$ cat config.mk
export PLATFORM = sky130hd
export DESIGN_NAME = writeback_stage
export DESIGN_NICKNAME = d
export VERILOG_FILES = /design/src/rtl/writeback_stage.sv
export SDC_FILE = /design/constraint.sdc
export NUM_CORES = 1
export LEC_CHECK = 0
export BUFFER_PORTS_ARGS = -buffer_cell sky130_fd_sc_hd__buf_2
export CORE_MARGIN = 2
export CORE_UTILIZATION = 46
export DETAILED_ROUTE_END_ITERATION = 16
export GPL_ROUTABILITY_DRIVEN = 0
export GPL_TIMING_DRIVEN = 1
export MAX_ROUTING_LAYER = met4
export PLACE_DENSITY = 0.85
export SLEW_MARGIN = 20
export SYNTH_ARGS = -nofsm -noshare
export SYNTH_HDL_FRONTEND = slang
export SYNTH_SLANG_ARGS = --single-unit
$ cat constraint.sdc
create_clock -name clk -period 1.71 [get_ports clk]
set_input_delay 0.342 -clock clk [delete_from_list [all_inputs] [get_ports clk]]
set_output_delay 0.342 -clock clk [all_outputs]
set_load 0.01 [all_outputs]
$ cat src/rtl/writeback_stage.sv
// Writeback stage: picks ALU/load/PC+4/CSR value and issues one register-file write per instruction.
// Non-loads retire 1 cycle after accept; loads hold in_ready low (busy) until the read response arrives.
module writeback_stage #(
  parameter int XLEN    = 32,
  parameter int RADDR_W = 5,
  parameter int OFS_W   = $clog2(XLEN/8)
) (
  input  logic               clk,
  input  logic               rst,
  input  logic               in_valid,
  output logic               in_ready,
  input  logic [RADDR_W-1:0] in_rd,
  input  logic [1:0]         in_wb_sel,
  input  logic [XLEN-1:0]    in_alu_result,
  input  logic [XLEN-1:0]    in_pc_plus4,
  input  logic [XLEN-1:0]    in_csr_data,
  input  logic [2:0]         in_funct3,
  input  logic [OFS_W-1:0]   in_byte_ofs,
  input  logic               mem_r_valid,
  input  logic [XLEN-1:0]    mem_r_data,
  output logic               rf_we,
  output logic [RADDR_W-1:0] rf_waddr,
  output logic [XLEN-1:0]    rf_wdata,
  output logic               busy
);

  typedef enum logic {IDLE = 1'b0, WAIT_MEM = 1'b1} state_t;

  typedef struct packed {
    logic [RADDR_W-1:0] rd;
    logic [2:0]         funct3;
    logic [OFS_W-1:0]   ofs;
  } ld_meta_t;

  state_t             state_q, state_d;
  ld_meta_t           ld_q, ld_d;
  logic               we_d;
  logic [RADDR_W-1:0] waddr_d;
  logic [XLEN-1:0]    wdata_d;
  logic [XLEN-1:0]    src_val;
  logic [XLEN-1:0]    ld_fmt;
  logic [OFS_W-1:0]   h_ofs, w_ofs;
  logic [7:0]         byte_v;
  logic [15:0]        half_v;
  logic [31:0]        word_v;

  assign in_ready = (state_q == IDLE);
  assign busy     = (state_q == WAIT_MEM);

  always_comb begin
    src_val = in_alu_result;
    case (in_wb_sel)
      2'd2:    src_val = in_pc_plus4;
      2'd3:    src_val = in_csr_data;
      default: src_val = in_alu_result;
    endcase
  end

  // Lane offsets are aligned down; for XLEN=32 the word lane mask clears every bit.
  always_comb begin
    h_ofs  = ld_q.ofs & ~OFS_W'(1);
    w_ofs  = ld_q.ofs & ~OFS_W'(3);
    byte_v = 8'(mem_r_data >> {ld_q.ofs, 3'b000});
    half_v = 16'(mem_r_data >> {h_ofs, 3'b000});
    word_v = 32'(mem_r_data >> {w_ofs, 3'b000});
    case (ld_q.funct3)
      3'b000:  ld_fmt = XLEN'($signed(byte_v));
      3'b100:  ld_fmt = XLEN'(byte_v);
      3'b001:  ld_fmt = XLEN'($signed(half_v));
      3'b101:  ld_fmt = XLEN'(half_v);
      3'b010:  ld_fmt = XLEN'($signed(word_v));
      3'b110:  ld_fmt = (XLEN == 64) ? XLEN'(word_v) : mem_r_data;
      default: ld_fmt = mem_r_data;
    endcase
  end

  always_comb begin
    state_d = state_q;
    ld_d    = ld_q;
    we_d    = 1'b0;
    waddr_d = rf_waddr;
    wdata_d = rf_wdata;
    case (state_q)
      IDLE: begin
        if (in_valid) begin
          if (in_wb_sel == 2'd1) begin
            ld_d    = '{rd: in_rd, funct3: in_funct3, ofs: in_byte_ofs};
            state_d = WAIT_MEM;
          end else begin
            we_d    = (in_rd != '0);
            waddr_d = in_rd;
            wdata_d = src_val;
          end
        end
      end
      WAIT_MEM: begin
        if (mem_r_valid) begin
          we_d    = (ld_q.rd != '0);
          waddr_d = ld_q.rd;
          wdata_d = ld_fmt;
          state_d = IDLE;
        end
      end
      default: state_d = IDLE;
    endcase
  end

  always_ff @(posedge clk) begin
    if (rst) begin
      state_q  <= IDLE;
      ld_q     <= '0;
      rf_we    <= 1'b0;
      rf_waddr <= '0;
      rf_wdata <= '0;
    end else begin
      state_q  <= state_d;
      ld_q     <= ld_d;
      rf_we    <= we_d;
      rf_waddr <= waddr_d;
      rf_wdata <= wdata_d;
    end
  end

endmodule

==> reports/metrics.yaml <==
timing:
  worstMarginPinSlew_ns: 0.570
  clock_skew_ns: 0.0157
  setup_viol: 0
  rsz0062_at_grt: "true"
  final_max_slew_viol_count: 0
  relSlewSlack_pct: 61.9
  clock.fmax_mhz: 595
  period_needed_ns: 1.68
  period_share_pct: 98.3
  hold_violations: 0
global_routing:
  grt_max_degree: 33
  gr-usage-all-layers_pct: 28.7
  grt_pass1_wl_um: 18700
  overflow: 0
  antenna_found_initial: 0
  grt_pass1_vias: 4005
floorplanning:
  core_sq_um: 7210
  io_pins: 184
  dieWidth_um: 90.3
  num_rows: 31
  fp.dieH_um: 90.3
  die_area_sq_um: 8150
  initial_core_util_pct: 47.5
setup_path:
  reg2reg_slack_ns: 0.03
  worst_setup_path_end_kind: "flop"
  cp_data_arrival_time_ns: 1.88
  cp_max_fo: 12
  critPathKind: "reg -> reg"
  cp-start-kind: "flop"
  required_ns: 1.91
placed_design:
  hpwl_um: 9300
  place_inst: 717
  portBuffers: 183
logic_synthesis:
  avgSynthCellArea_sq_um: 7.75
  synthArstFlopShare_pct: 0
  ys_ff_latch: 49
  ys_types: 46
  ys.flop_type: "dfxtp_1"
  synth_fp_nets: 586
  synth_area_sq_um: 3420
  ys.warnings.count: 0
  synth_edf_count: 0
  yosysSeqAreaShare_pct: 28.6
  syn_inst: 442
cts:
  cts.clk_slew.worst_paths_ns: 0.11
  cts_buffer_depth: 2
  clock_sinks: 49
  clockRootBuffer: "clkbuf_8"
  htree_levels: 2
  cts_tree: "done"
  cts_made_buffers: 5
  clock_latency_ns: 0.33
cells_and_area:
  synthToLayoutAreaGrowth_pct: 39.2
  seqCellArea_sq_um: 988
  final_util_pct: 66.1
  multi_input_area_sq_um: 2250
  layout-drive-gt1-share_pct: 42.4
  layout_common_cells: "buf_2, nand2_1, a21oi_1"
  nets: 773
  layoutNonFillerInstCount: 729
  n_antenna_cell: 0
  layout_commonest_cell: "buf_2"
  num-fill-cells: 612
flow_run:
  max-cap-violations: 0
drt:
  dr.pass1.iters: 5
  drtIter0Drc: 343
  dr_total_vias: 4175
  vias_per_cell: 5.73
  antenna_left: 0
  drc: 0
  routed_wl_um: 11900
  wl_per_cell_um: 16.3
status:
  status: "finished, final reports clean"
power:
  powerDensity_nw_per_um2: 629
  irDropWorstVdd_mv: 0.321
  total_leakage_power_nw: 2.15
min_path:
  holdCritPathClass: "in -> reg"
where the power goes:
part / internal [W] / switching [W]
sequential: 0.00123 / 0.0000543
combinational: 0.000451 / 0.000488
clock: 0.000310 / 0.000459
sequential cells by signal, summed over array words and instances (netlist names):
| name | flops |
|---|---|
| ld_q | 9 |
| busy | 1 |
| rf_wdata | 32 |
| rf_waddr | 5 |
| rf_we | 1 |
| h_ofs | 1 |
kinds of logic after synthesis:
| logic type | count (synthesis) | share of synthesized area, % |
|---|---|---|
| buffers and inverters | 50 | 6.50 |
| muxes | 45 | 13.4 |
| and+or+nand+nor | 140 | 20.3 |
| DFF | 49 | 28.6 |
| AOI/OAI and AO/OA | 158 | 31.2 |
final cells by class:
class	count	area share, %
Timing Repair Buffer	222	26.7
Sequential cell	49	20.7
Clock inverter	3	0.604
Clock buffer	5	1.44
Multi-Input combinational cell	343	47.2
Inverter	8	0.709
Tap cell	99	2.60
path summary, 6_finish.rpt:
kind	startpoint	to	cells after the start
max	ld_q[3]	rf_wdata[2]	4
min reg2reg	ld_q[7]	ld_q[7]	2
max reg2reg	ld_q[3]	rf_wdata[2]	4
min	in_byte_ofs[1]	h_ofs[1]	3
cell usage after synthesis (all sizes together) (2+ instances only):
cell	instances	share of area, %
a2111oi	4	1.0
a211oi	20	4.4
a21o	5	1.1
a21oi	63	10
a311oi	3	0.77
and2	2	0.37
and3	4	0.73
buf	20	3.2
clkbuf	22	2.4
dfxtp	49	29
inv	8	0.88
mux2	7	2.3
mux2i	38	11
nand2	54	5.9
nand2b	12	2.2
nand3b	4	0.88
nor2	33	3.8
nor2b	4	0.73
nor3	9	1.6
nor4	3	0.73
o2111ai	6	1.5
o211ai	6	1.3
o21ai	13	1.9
o221ai	16	4.1
o22a	2	0.51
o22ai	10	1.8
o32ai	6	1.5
or2	6	1.1
or2b	2	0.44
or4	3	0.77
critical path, stage by stage, from the launching register on:
cell and delay [ns]:
dfxtp_1 0.41, buf_4 0.22, o21bai_1 0.24, a2111oi_1 0.53, o32ai_1 0.15
layer usage:
metal | vias to the layer above | global-route usage (%) | routed length (um)
met5 | - | - | 0
met4 | 0 | 11.7 | 354
li1 | 2020 | - | -
met3 | 36 | 5.59 | 878
met1 | 1894 | 33.0 | 4820
met2 | 225 | 49.1 | 5830
stage by stage:
stage | setup WS, ns | cell area, sq um | hold WS (ns) | total power [W] | setup TNS, ns
6_report | 0.0292 | 4770 | 0.254 | 0.00300 | 0
5_1_grt | -0.0383 | 4770 | 0.256 | 0.00314 | -0.0521
4_1_cts | -0.00366 | 4710 | 0.254 | 0.00298 | -0.00366
3_5_place_dp | -0.187 | 4580 | 0.465 | 0.00223 | -2.25
3_3_place_gp | -0.0886 | 4580 | 0.453 | 0.00220 | -0.931
2_1_floorplan | 0.168 | 3420 | 0.443 | 0.00180 | 0
repair_timing:
action	4_1_cts	5_1_grt
gates cloned	0	0
gates resized for setup	4	12
endpoints found under the setup margin	23	24
buffers inserted	1	3
hold buffers	0	0
pin swaps	1	0
No activity file was read; power rests on OpenSTA's default activity.
